### src/rtl/fv_issue_sched.sv
`default_nettype none
// ============================================================================
// Module   : fv_issue_sched
// Purpose  : Packs buffered FV generator instructions onto the per-cycle
//            instruction-fetch slot bus (the same bus FV_cov observes).
//            Single-instruction pushes land in a DEPTH-entry FIFO. While a
//            run is active, up to SLOTS entries per cycle are issued into
//            contiguous slots, oldest first. Issue honours dut_stall and a
//            per-run budget. Once the budget is spent, a QUIESCE-cycle
//            drain window runs before done is raised.
// Ports    : clk, reset_ (sync, active-high)
//            gen_valid/gen_instr/gen_ready   - generator push handshake
//            start/num_instr                 - run launch and budget
//            dut_stall                       - DUT back-pressure
//            IF_instruction_out_valid/_out   - registered slot bus
//            busy/done/issued_cnt            - run status
// Options  : define FV_ISSUE_SCHED_COV_EN to compile in cover properties
//            and assertions. Behaviour is identical either way.
// Revision : 1.0 - initial release
// ============================================================================
module fv_issue_sched #(
  parameter int SLOTS   = 2,
  parameter int INSTR_W = 32,
  parameter int DEPTH   = 8,
  parameter int QUIESCE = 4
) (
  input  logic                     clk,
  input  logic                     reset_,
  input  logic                     gen_valid,
  input  logic [INSTR_W-1:0]       gen_instr,
  output logic                     gen_ready,
  input  logic                     start,
  input  logic [7:0]               num_instr,
  input  logic                     dut_stall,
  output logic [SLOTS-1:0]         IF_instruction_out_valid,
  output logic [SLOTS*INSTR_W-1:0] IF_instruction_out,
  output logic                     busy,
  output logic                     done,
  output logic [7:0]               issued_cnt
);

  localparam int c_PTR_W = (DEPTH > 1) ? $clog2(DEPTH) : 1;
  localparam int c_CNT_W = $clog2(DEPTH) + 1;
  localparam int c_CMP_W = (c_CNT_W > 8) ? c_CNT_W : 8;
  localparam int c_Q_W   = (QUIESCE > 1) ? $clog2(QUIESCE) : 1;

  typedef enum logic [1:0] {
    S_IDLE  = 2'd0,
    S_ISSUE = 2'd1,
    S_DRAIN = 2'd2,
    S_DONE  = 2'd3
  } state_t;

  state_t                   r_state;
  logic [INSTR_W-1:0]       r_mem [DEPTH];
  logic [c_PTR_W-1:0]       r_wr_ptr;
  logic [c_PTR_W-1:0]       r_rd_ptr;
  logic [c_CNT_W-1:0]       r_count;
  logic [7:0]               r_remaining;
  logic [7:0]               r_issued;
  logic [c_Q_W-1:0]         r_qcnt;
  logic [SLOTS-1:0]         r_valid;
  logic [SLOTS*INSTR_W-1:0] r_data;

  logic                     w_push;
  logic                     w_load;
  logic [c_CNT_W-1:0]       w_n_issue;
  logic [7:0]               w_rem_after;
  logic [SLOTS-1:0]         w_valid;
  logic [SLOTS*INSTR_W-1:0] w_data;

  // Registered count only: a pop in this cycle frees space next cycle.
  assign gen_ready   = (r_count < c_CNT_W'(DEPTH));
  assign w_push      = gen_valid & gen_ready;
  assign w_load      = start & ((r_state == S_IDLE) | (r_state == S_DONE));
  assign w_rem_after = r_remaining - 8'(w_n_issue);

  // n_issue = min(SLOTS, count, remaining), gated by ISSUE and !dut_stall.
  // This cycle's push is excluded because count is the registered value.
  always_comb begin
    w_n_issue = c_CNT_W'(SLOTS);
    if (r_count < w_n_issue) w_n_issue = r_count;
    if (c_CMP_W'(r_remaining) < c_CMP_W'(w_n_issue)) w_n_issue = c_CNT_W'(r_remaining);
    if ((r_state != S_ISSUE) || dut_stall) w_n_issue = '0;
  end

  // Slot k takes the k-th oldest entry. Unused slots stay at zero.
  always_comb begin
    w_valid = '0;
    w_data  = '0;
    for (int k = 0; k < SLOTS; k++) begin
      if (c_CNT_W'(k) < w_n_issue) begin
        w_valid[k]                   = 1'b1;
        w_data[k*INSTR_W +: INSTR_W] = r_mem[r_rd_ptr + c_PTR_W'(k)];
      end
    end
  end

  // Storage holds no reset. Emptiness is tracked by the pointers and count.
  always_ff @(posedge clk) begin
    if (w_push) r_mem[r_wr_ptr] <= gen_instr;
  end

  always_ff @(posedge clk) begin
    if (reset_) begin
      r_state     <= S_IDLE;
      r_wr_ptr    <= '0;
      r_rd_ptr    <= '0;
      r_count     <= '0;
      r_remaining <= '0;
      r_issued    <= '0;
      r_qcnt      <= '0;
      r_valid     <= '0;
      r_data      <= '0;
    end else begin
      if (w_push) r_wr_ptr <= r_wr_ptr + c_PTR_W'(1);
      r_rd_ptr <= r_rd_ptr + c_PTR_W'(w_n_issue);
      r_count  <= r_count + c_CNT_W'(w_push) - w_n_issue;
      r_valid  <= w_valid;
      r_data   <= w_data;

      case (r_state)
        S_IDLE, S_DONE: begin
          if (start) begin
            r_remaining <= num_instr;
            r_issued    <= '0;
            r_qcnt      <= '0;
            r_state     <= (num_instr == 8'd0) ? S_DRAIN : S_ISSUE;
          end
        end
        S_ISSUE: begin
          r_remaining <= w_rem_after;
          r_issued    <= r_issued + 8'(w_n_issue);
          if (w_rem_after == 8'd0) begin
            r_qcnt  <= '0;
            r_state <= S_DRAIN;
          end
        end
        S_DRAIN: begin
          if (r_qcnt == c_Q_W'(QUIESCE - 1)) r_state <= S_DONE;
          else                               r_qcnt  <= r_qcnt + c_Q_W'(1);
        end
        default: r_state <= S_IDLE;
      endcase
    end
  end

  assign IF_instruction_out_valid = r_valid;
  assign IF_instruction_out       = r_data;
  assign busy                     = (r_state == S_ISSUE) | (r_state == S_DRAIN);
  assign done                     = (r_state == S_DONE);
  assign issued_cnt               = r_issued;

`ifdef FV_ISSUE_SCHED_COV_EN
  // Budget captured at launch, kept only to bound issued_cnt.
  logic [7:0] r_loaded;
  always_ff @(posedge clk) begin
    if (reset_)      r_loaded <= '0;
    else if (w_load) r_loaded <= num_instr;
  end

  ast_valid_thermo: assert property (@(posedge clk) disable iff (reset_)
    ((r_valid & (r_valid + SLOTS'(1))) == '0));
  ast_issued_le_budget: assert property (@(posedge clk) disable iff (reset_)
    (r_issued <= r_loaded));

  cov_all_slots: cover property (@(posedge clk) disable iff (reset_) (&r_valid));
  cov_fifo_full: cover property (@(posedge clk) disable iff (reset_)
    (r_count == c_CNT_W'(DEPTH)));
  cov_stall_in_issue: cover property (@(posedge clk) disable iff (reset_)
    ((r_state == S_ISSUE) && dut_stall && (r_count != '0)));
  cov_partial_final: cover property (@(posedge clk) disable iff (reset_)
    ((r_state == S_ISSUE) && (w_n_issue != '0) && (w_rem_after == 8'd0) &&
     (w_n_issue < c_CNT_W'(SLOTS))));
`endif

endmodule
`default_nettype wire

### config.mk
export PLATFORM = sky130hd
export DESIGN_NAME = fv_issue_sched
export DESIGN_NICKNAME = d
export VERILOG_FILES = /design/src/rtl/fv_issue_sched.sv
export SDC_FILE = /design/constraint.sdc
export NUM_CORES = 1
export LEC_CHECK = 0
export BUFFER_PORTS_ARGS = -buffer_cell sky130_fd_sc_hd__buf_2
export CORE_MARGIN = 4
export CORE_UTILIZATION = 55
export DETAILED_ROUTE_END_ITERATION = 12
export PLACE_DENSITY = 0.74
export SLEW_MARGIN = 20
export SYNTH_ARGS = -nofsm -noshare
export SYNTH_HDL_FRONTEND = slang
export SYNTH_SLANG_ARGS = --single-unit
### constraint.sdc
create_clock -name clk -period 6.5 [get_ports clk]
set_input_delay 1.3 -clock clk [delete_from_list [all_inputs] [get_ports clk]]
set_output_delay 1.3 -clock clk [all_outputs]
set_load 0.02 [all_outputs]
# Word level (Yosys, flattened, before mapping)
# Memory sizes are Yosys's and may differ from the RTL's. A register that Yosys moved wholly into a read port is not among the register bits.
# Index checks and enable logic that the tools add are counted.
# totals
ff_bits,32
word_cells,66
output_inout_bits,77
inputBits,45
ram_bits,256
n_memories,1
# memory_table
memory,depth,width,rd,rd_clocked_by_memory_dff,wr,line,source
r_mem,8,32,2,2,1,55,logic [INSTR_W-1:0] r_mem [DEPTH];
# classes
reduce_logical,11
n_mux,20
addsub,8
eq_ne,9
bitwise,4
magnitude_cmp,5
# ops
op,count
one-hot mux 8 bit (2 select lines),2
zero test 8 bit,2
two-way mux 8 bit,2
two-way mux 2 bit,7
two-way mux 4 bit,3
one-hot mux 2 bit (3 select lines),2
adder 8 x 4 -> 8 bit,1
< comparator 1 x 4 -> 1 bit (first input constant),2
< comparator 8 x 4 -> 1 bit,1
!= test 2 bit (second input constant),4
subtractor 8 x 4 -> 8 bit,1
adder 3 x 1 -> 3 bit (second input constant),2
equality test 2 bit (second input constant),3
AND reduction 3 bit,2
OR reduction 2 bit,3
adder 4 x 1 -> 4 bit,1
< comparator 4 x 2 -> 1 bit (second input constant),1
< comparator 4 bit (second input constant),1
two-way mux 1 bit,4
subtractor 4 bit,1
adder 3 bit,1
adder 2 x 1 -> 2 bit (second input constant),1
equality test 2 x 1 -> 1 bit (second input constant),1
zero test 2 bit,1
7 further kinds,8

# Depth between registers and ports, before layout
# Gate-level depths: netlist of the first run.
# depth
word_depth,9
depth_mapped,17
mapped_depth_nobuf,17

# Worst setup path before layout of the first run
# Ideal clock, no wire load.
# synth_timing
kind,in2reg
startpoint,input gen_valid
endpoint,memory r_mem[0][0] (enable)
arrival_ns,3.916
required_ns,6.039
setup_ns,0.461
cell_stages,3
path_buffers,0
slack_ns,2.123
cell_sequence,nor2b_1 > nand2b_1 > nor3_1
# synth_via
elab_chain_cells,3
# synth_lines
item,line,source
"start, declared",29,"input logic gen_valid,"
bitwise AND 1 bit,74,assign w_push = gen_valid & gen_ready;
two-way mux 1 bit,101,if (w_push) r_mem[r_wr_ptr] <= gen_instr;
two-way mux 1 bit (not written as such),101,
"end, declared",55,
# No other way between the ends.

# Final worst setup path of the first run
# layout_timing
startpoint,register r_count[3]
endpoint,register r_qcnt[1]
# layout_via
elab_chain_cells,9
# layout_lines
item,line,source
"start, declared",58,logic [c_CNT_W-1:0] r_count;
"start signal, assigned",118,r_count <= r_count + c_CNT_W'(w_push) - w_n_issue;
< comparator 4 x 2 -> 1 bit,82,if (r_count < w_n_issue) w_n_issue = r_count;
two-way mux 4 bit *,82,
< comparator 8 x 4 -> 1 bit,83,if (c_CMP_W'(r_remaining) < c_CMP_W'(w_n_issue)) w_n_issue = c_CNT_W'(r_remaining);
two-way mux 4 bit *,83,
two-way mux 4 bit *,84,if ((r_state != S_ISSUE) || dut_stall) w_n_issue = '0;
subtractor 8 x 4 -> 8 bit *,76,assign w_rem_after = r_remaining - 8'(w_n_issue);
zero test 8 bit *,134,if (w_rem_after == 8'd0) begin
!= test 2 bit (no line) *,-,
AND reduction 3 bit (no line) *,-,
"end signal, assigned",141,else r_qcnt <= r_qcnt + c_Q_W'(1);
"end, declared",61,logic [c_Q_W-1:0] r_qcnt;
# Mark *: on every way between the ends. The rest lies on a longest branch, timed or not.
# A chain may end at the register's enable or synchronous reset.

==> impl_metrics.toml, run 1 <==
[die]
rows = 60
io_pins = 122
core_area_sq_um = 27200
die-area_sq_um = 30500
die_w_microns = 175
start_util_pct = 56.2
dieHeight_microns = 175

[clock_tree]
htree_levels = 2
postCtsSetupBuffers = 0
cts.sinks = 352
clk_latency_ps = 510
ctsHoldBuffers = 0
cts_tree = "done"
clkTransAtPathRegs_ps = 60
root_buffer = "clkbuf_16"
cts_resized = 0
clock_path_buffers = 3
cts_buffers = 37

[critical_path]
crit_arrival_ps = 5260
reg2regPathDepth = 16
cp_max_fo = 6
start_kind = "register"
r2r_slack_ps = 1630
required_ps = 6890
critPathKind = "reg2reg"
cp-end-kind = "register"

[power]
power.total_uw = 6060
total_leakage_power_uw = 0.00601
peakVddDrop_mv = 0.200
powerDensity_nw_per_um2 = 345

[detailed_routing]
firstDrtPassIters = 6
wl_per_cell_microns = 22.5
drc = 0
wirelength_microns = 32100
drt_iter0_drc = 785
ant_nets = 0
vias = 8570
drt-vias-per-instance = 6.01

[global_routing]
antenna_found_initial = 3
grt_pass1_wl_microns = 50700
grt_overflow = 0
grt_pass1_vias = 8986
grt_max_degree = 66
track_usage_pct = 21.2

[yosys]
synth_top_cell_by_area = "edfxtp_1"
synth_edf_count = 256
synthArstFlopShare_pct = 0
synth_ff_type = "edfxtp_1"
ys_seq_elements = 352
seq_area_frac_synth_pct = 62.9
syn_inst = 900
synthTopCellsByArea = "edfxtp_1 (50%), mux4_2 (19%), dfxtp_1 (13%), mux2i_1 (2.2%), nor2_4 (2.1%)"
ys_warn_count = 0
synth_cell_types = 55
synth_top_area_share_pct = 50.3
netlist_area_sq_um = 15300
avgSynthCellArea_sq_um = 17.0

[sta]
fin_skew_ps = 22.5
setup_viol = 0
period_needed_ps = 4870
finalCritPeriodShare_pct = 74.9
hold_viol_final = 0
slew_headroom_pct = 24.2
finalSetupTns_ps = 0
tightest_slew_ps = 1130
final-max-slew-violation-count = 0
max_clock_freq_mhz = 205
setup_slack_ps = 1630
grt_setup_unrepaired = "no"

[run_status]
status = "completed"

[layout]
final_cells = 1425
utilization_pct = 64.5
multi_input_area_sq_um = 5460
layout_commonest_cell = "edfxtp_1"
layout-drive-gt1-share_pct = 35.6
nets = 1096
final_cell_mix = "edfxtp_1 (256), mux4_2 (128), buf_2 (121), dfxtp_1 (93), nand2_1 (77)"
regArea_sq_um = 9620
syn2layout_area_growth_pct = 14.8
nFillCells = 1894

[flow_run]
drv_cap = 0

[place]
post-place-ws_ps = 1720
io_buffers = 121
gp_congestion = 0.820
dp_cells = 1356
dp.final_hpwl_microns = 18700

[hold_path]
min_path_type = "reg2reg"
hold_depth = 2
state kept, by name, summed over array words and instances, names as in the netlist:
name / flops
r_count: 4
IF_instruction_out_valid: 2
r_state: 2
IF_instruction_out: 64
r_mem: 256
issued_cnt: 8
r_remaining: 8
r_rd_ptr: 3
r_wr_ptr: 3
r_qcnt: 2
area by class of cell:
type	instances	area share [%]
Sequential cell	352	54.8
Multi-Input combinational cell	478	31.1
Clock buffer	49	5.96
Timing Repair Buffer	135	4.05
Tap cell	372	2.65
Clock inverter	19	0.963
Inverter	19	0.407
Antenna cell	1	0.0143
cells by family (layout without fill, tap and decap cells):
family	count (synthesis)	count (layout)	share of synthesized area (%)
other	1	3	0.0245
XOR/XNOR	17	17	0.974
adder cells (fa/ha/maj)	28	28	2.49
flip-flops	352	352	62.9
multiplexers	163	163	21.2
AO/OA/AOI/OAI	87	87	3.68
buffers and inverters	71	222	2.11
AND/OR/NAND/NOR	181	181	6.69
metrics by stage:
step	cell area [sq um]	hold WS [ps]
global placement	16300	472
CTS	17500	481
floorplan	15300	462
finish	17500	480
detailed placement	16300	474
global route	17500	527
path summary, 6_finish.rpt:
kind | from | endpoint
max | r_count[3] | r_qcnt[1]
min | issued_cnt[7] | issued_cnt[7]
max reg2reg | r_count[3] | r_qcnt[1]
min reg2reg | issued_cnt[7] | issued_cnt[7]
worst max-delay path, stage by stage (launching register included):
cell and delay [ps]:
dfxtp_1 360, nor3_4 300, ha_1 280, inv_1 50, a31oi_1 40, o211ai_1 420
nand2_1 220, o31ai_1 630, ha_1 280, inv_1 50, fa_1 390, xor2_1 190
nor4b_1 320, o21ai_0 140, o41ai_1 570, nand4_1 200, a32o_1 300
where the power goes:
part	switching (uW)	total, uW	internal, uW
combinational	737	1340	605
clock	821	2070	1250
sequential	94.0	2640	2550
synth_stat cells (2+ instances only):
cell        n
clkbuf_1   35
a311oi_1    2
nor3_1      7
edfxtp_1  256
nand3_1     2
xnor2_1     6
o22ai_1     3
xor2_1     11
nor2_4     29
o211ai_1    3
a21oi_1    45
o21ai_0     8
nor4_1      4
a222oi_1    2
nand2_1    77
nor3b_1     2
a22oi_1     6
nand2b_1    8
and2_1      2
a32o_1      2
dfxtp_1    96
buf_12      3
ha_1       24
fa_1        4
buf_1      13
nor2b_1     5
nor2_1     31
a21o_1      4
nand4_1     6
inv_1      19
mux2_2      2
mux2i_1    33
mux4_2    128
routing by layer:
layer,routed length [microns],track usage (%),up-vias
met3,2300,3.50,46
met1,13000,29.5,4376
met2,16300,35.5,349
met4,503,5.50,4
li1,-,-,3795
met5,22,0,-
No activity file was read; power rests on OpenSTA's default activity.
==> inputs of run 2 (changes only) <==
==> constraint.sdc (replaced) <==
create_clock -name clk -period 4.85 [get_ports clk]
set_input_delay 0.97 -clock clk [delete_from_list [all_inputs] [get_ports clk]]
set_output_delay 0.97 -clock clk [all_outputs]
set_load 0.02 [all_outputs]
==> impl_metrics.toml, run 2 (synthesis gave the netlist of run 1 again) <==
[critical_path]
max_stage_delay_ps = 440
crit_chain = "nor3_4 > ha_1 > inv_1 > a31oi_1 > o211ai_1 > nand2_1 > o31ai_1 > ha_1 > inv_1 > fa_1 > xor2_1 > nor4b_1 > o21ai_0 > o41ai_1 > buf_4 > nand4_1 > a32o_1"
required_ps = 5260
cp_slowest_cell = "o211ai_1"
cp-end-kind = "register"
cp_max_fo = 6
crit_family = "compound AO/OA/AOI/OAI gates"
start_kind = "register"
critPathKind = "reg2reg"
crit_arrival_ps = 4780
cp_num_buf_inv = 3

[die]
die_w_microns = 175
rows = 60
dieHeight_microns = 175
die-area_sq_um = 30500
start_util_pct = 56.2
core_area_sq_um = 27200
io_pins = 122

[clock_tree]
cts.sinks = 352
root_buffer = "clkbuf_16"
cts_buffers = 37
clkTransAtPathRegs_ps = 60
cts_tree = "done"
cts_resized = 0
clk_latency_ps = 520
postCtsSetupBuffers = 0
htree_levels = 2
clock_path_buffers = 3
ctsHoldBuffers = 0

[sta]
finalCritPeriodShare_pct = 90.2
fin_skew_ps = 17.6
tightest_slew_ps = 1090
max_clock_freq_mhz = 229
slew_headroom_pct = 27.4
finalSetupTns_ps = 0
setup_viol = 0
period_needed_ps = 4380
final-max-slew-violation-count = 0
grt_setup_unrepaired = "no"
hold_viol_final = 0

[power]
power.total_uw = 8180
powerDensity_nw_per_um2 = 465
total_leakage_power_uw = 0.00603
peakVddDrop_mv = 0.308

[place]
io_buffers = 121
dp.final_hpwl_microns = 19300
gp_congestion = 0.845

[detailed_routing]
ant_nets = 0
wl_per_cell_microns = 23.2
drt-vias-per-instance = 6.05
vias = 8638
drc = 0
firstDrtPassIters = 5
wirelength_microns = 33000
drt_iter0_drc = 954

[layout]
syn2layout_area_growth_pct = 15.1
largest_register_ffs = 256
layout-drive-gt1-share_pct = 35.8
nets = 1100
top_register = "r_mem"
final_cell_mix = "edfxtp_1 (256), mux4_2 (128), buf_2 (121), dfxtp_1 (93), nand2_1 (77)"
layout_commonest_cell = "edfxtp_1"

[hold_path]
min_path_type = "reg2reg"

[run_status]
status = "completed"

[global_routing]
grt_overflow = 0
grt_max_degree = 66
grt_pass1_wl_microns = 51000
grt_pass1_vias = 8762
track_usage_pct = 21.5
antenna_found_initial = 4

[flow_run]
drv_cap = 0
[run 2: cell count changes in the layout (fill, tap and decap cells not counted), moves of 2 or more]
cell | previous run | this run
buf_4 | 14 | 17
clkinv_1 | 4 | 1
clkinv_2 | 11 | 8
clkbuf_1 | 5 | 7
clkbuf_2 | 2 | 0
clkbuf_8 | 3 | 5
[run 2: area by class of cell]
type	instances	area, sq um
Clock buffer	51	1070
Tap cell	372	465
Clock inverter	14	151
Timing Repair Buffer	139	753
Antenna cell	2	5.00
Fill cell	1923	9580
Inverter	19	71.3
Multi-Input combinational cell	478	5460
Sequential cell	352	9620
[run 2: tightest hold or removal path: stages, from the launching register on]
cell,delay [ps]
dfxtp_1,310
o21ai_0,70
a21oi_1,60
[run 2: final timing paths]
path / start / end / slack, ps / cells after the start
max reg2reg: r_count[3] / r_qcnt[1] / 470 / 17
max: r_count[3] / r_qcnt[1] / 470 / 17
min reg2reg: issued_cnt[7] / issued_cnt[7] / 490 / 2
min: issued_cnt[7] / issued_cnt[7] / 490 / 2
[run 2: routing by layer]
layer	track usage, %	routed length [microns]
met1	30.2	13600
met2	35.6	16500
met3	3.63	2340
met4	5.86	613
met5	0	30
[run 2: through the flow]
step           setup WS (ps)  hold WS, ps  cell area (sq um)  utilization, %  instances
2_1_floorplan            774          462              15300               -        901
3_3_place_gp             704          469              16400            60.2       1360
3_5_place_dp             554          487              16400            60.2       1360
4_1_cts                  519          494              17600            64.7       1425
5_1_grt                 89.9          525              17600            64.7       1427
6_report                 475          492              17600            64.7       1427
[run 2: where the power goes]
group	switching, uW	internal, uW
logic	987	831
clock network	1100	1700
registers	141	3420
total	2230	5950
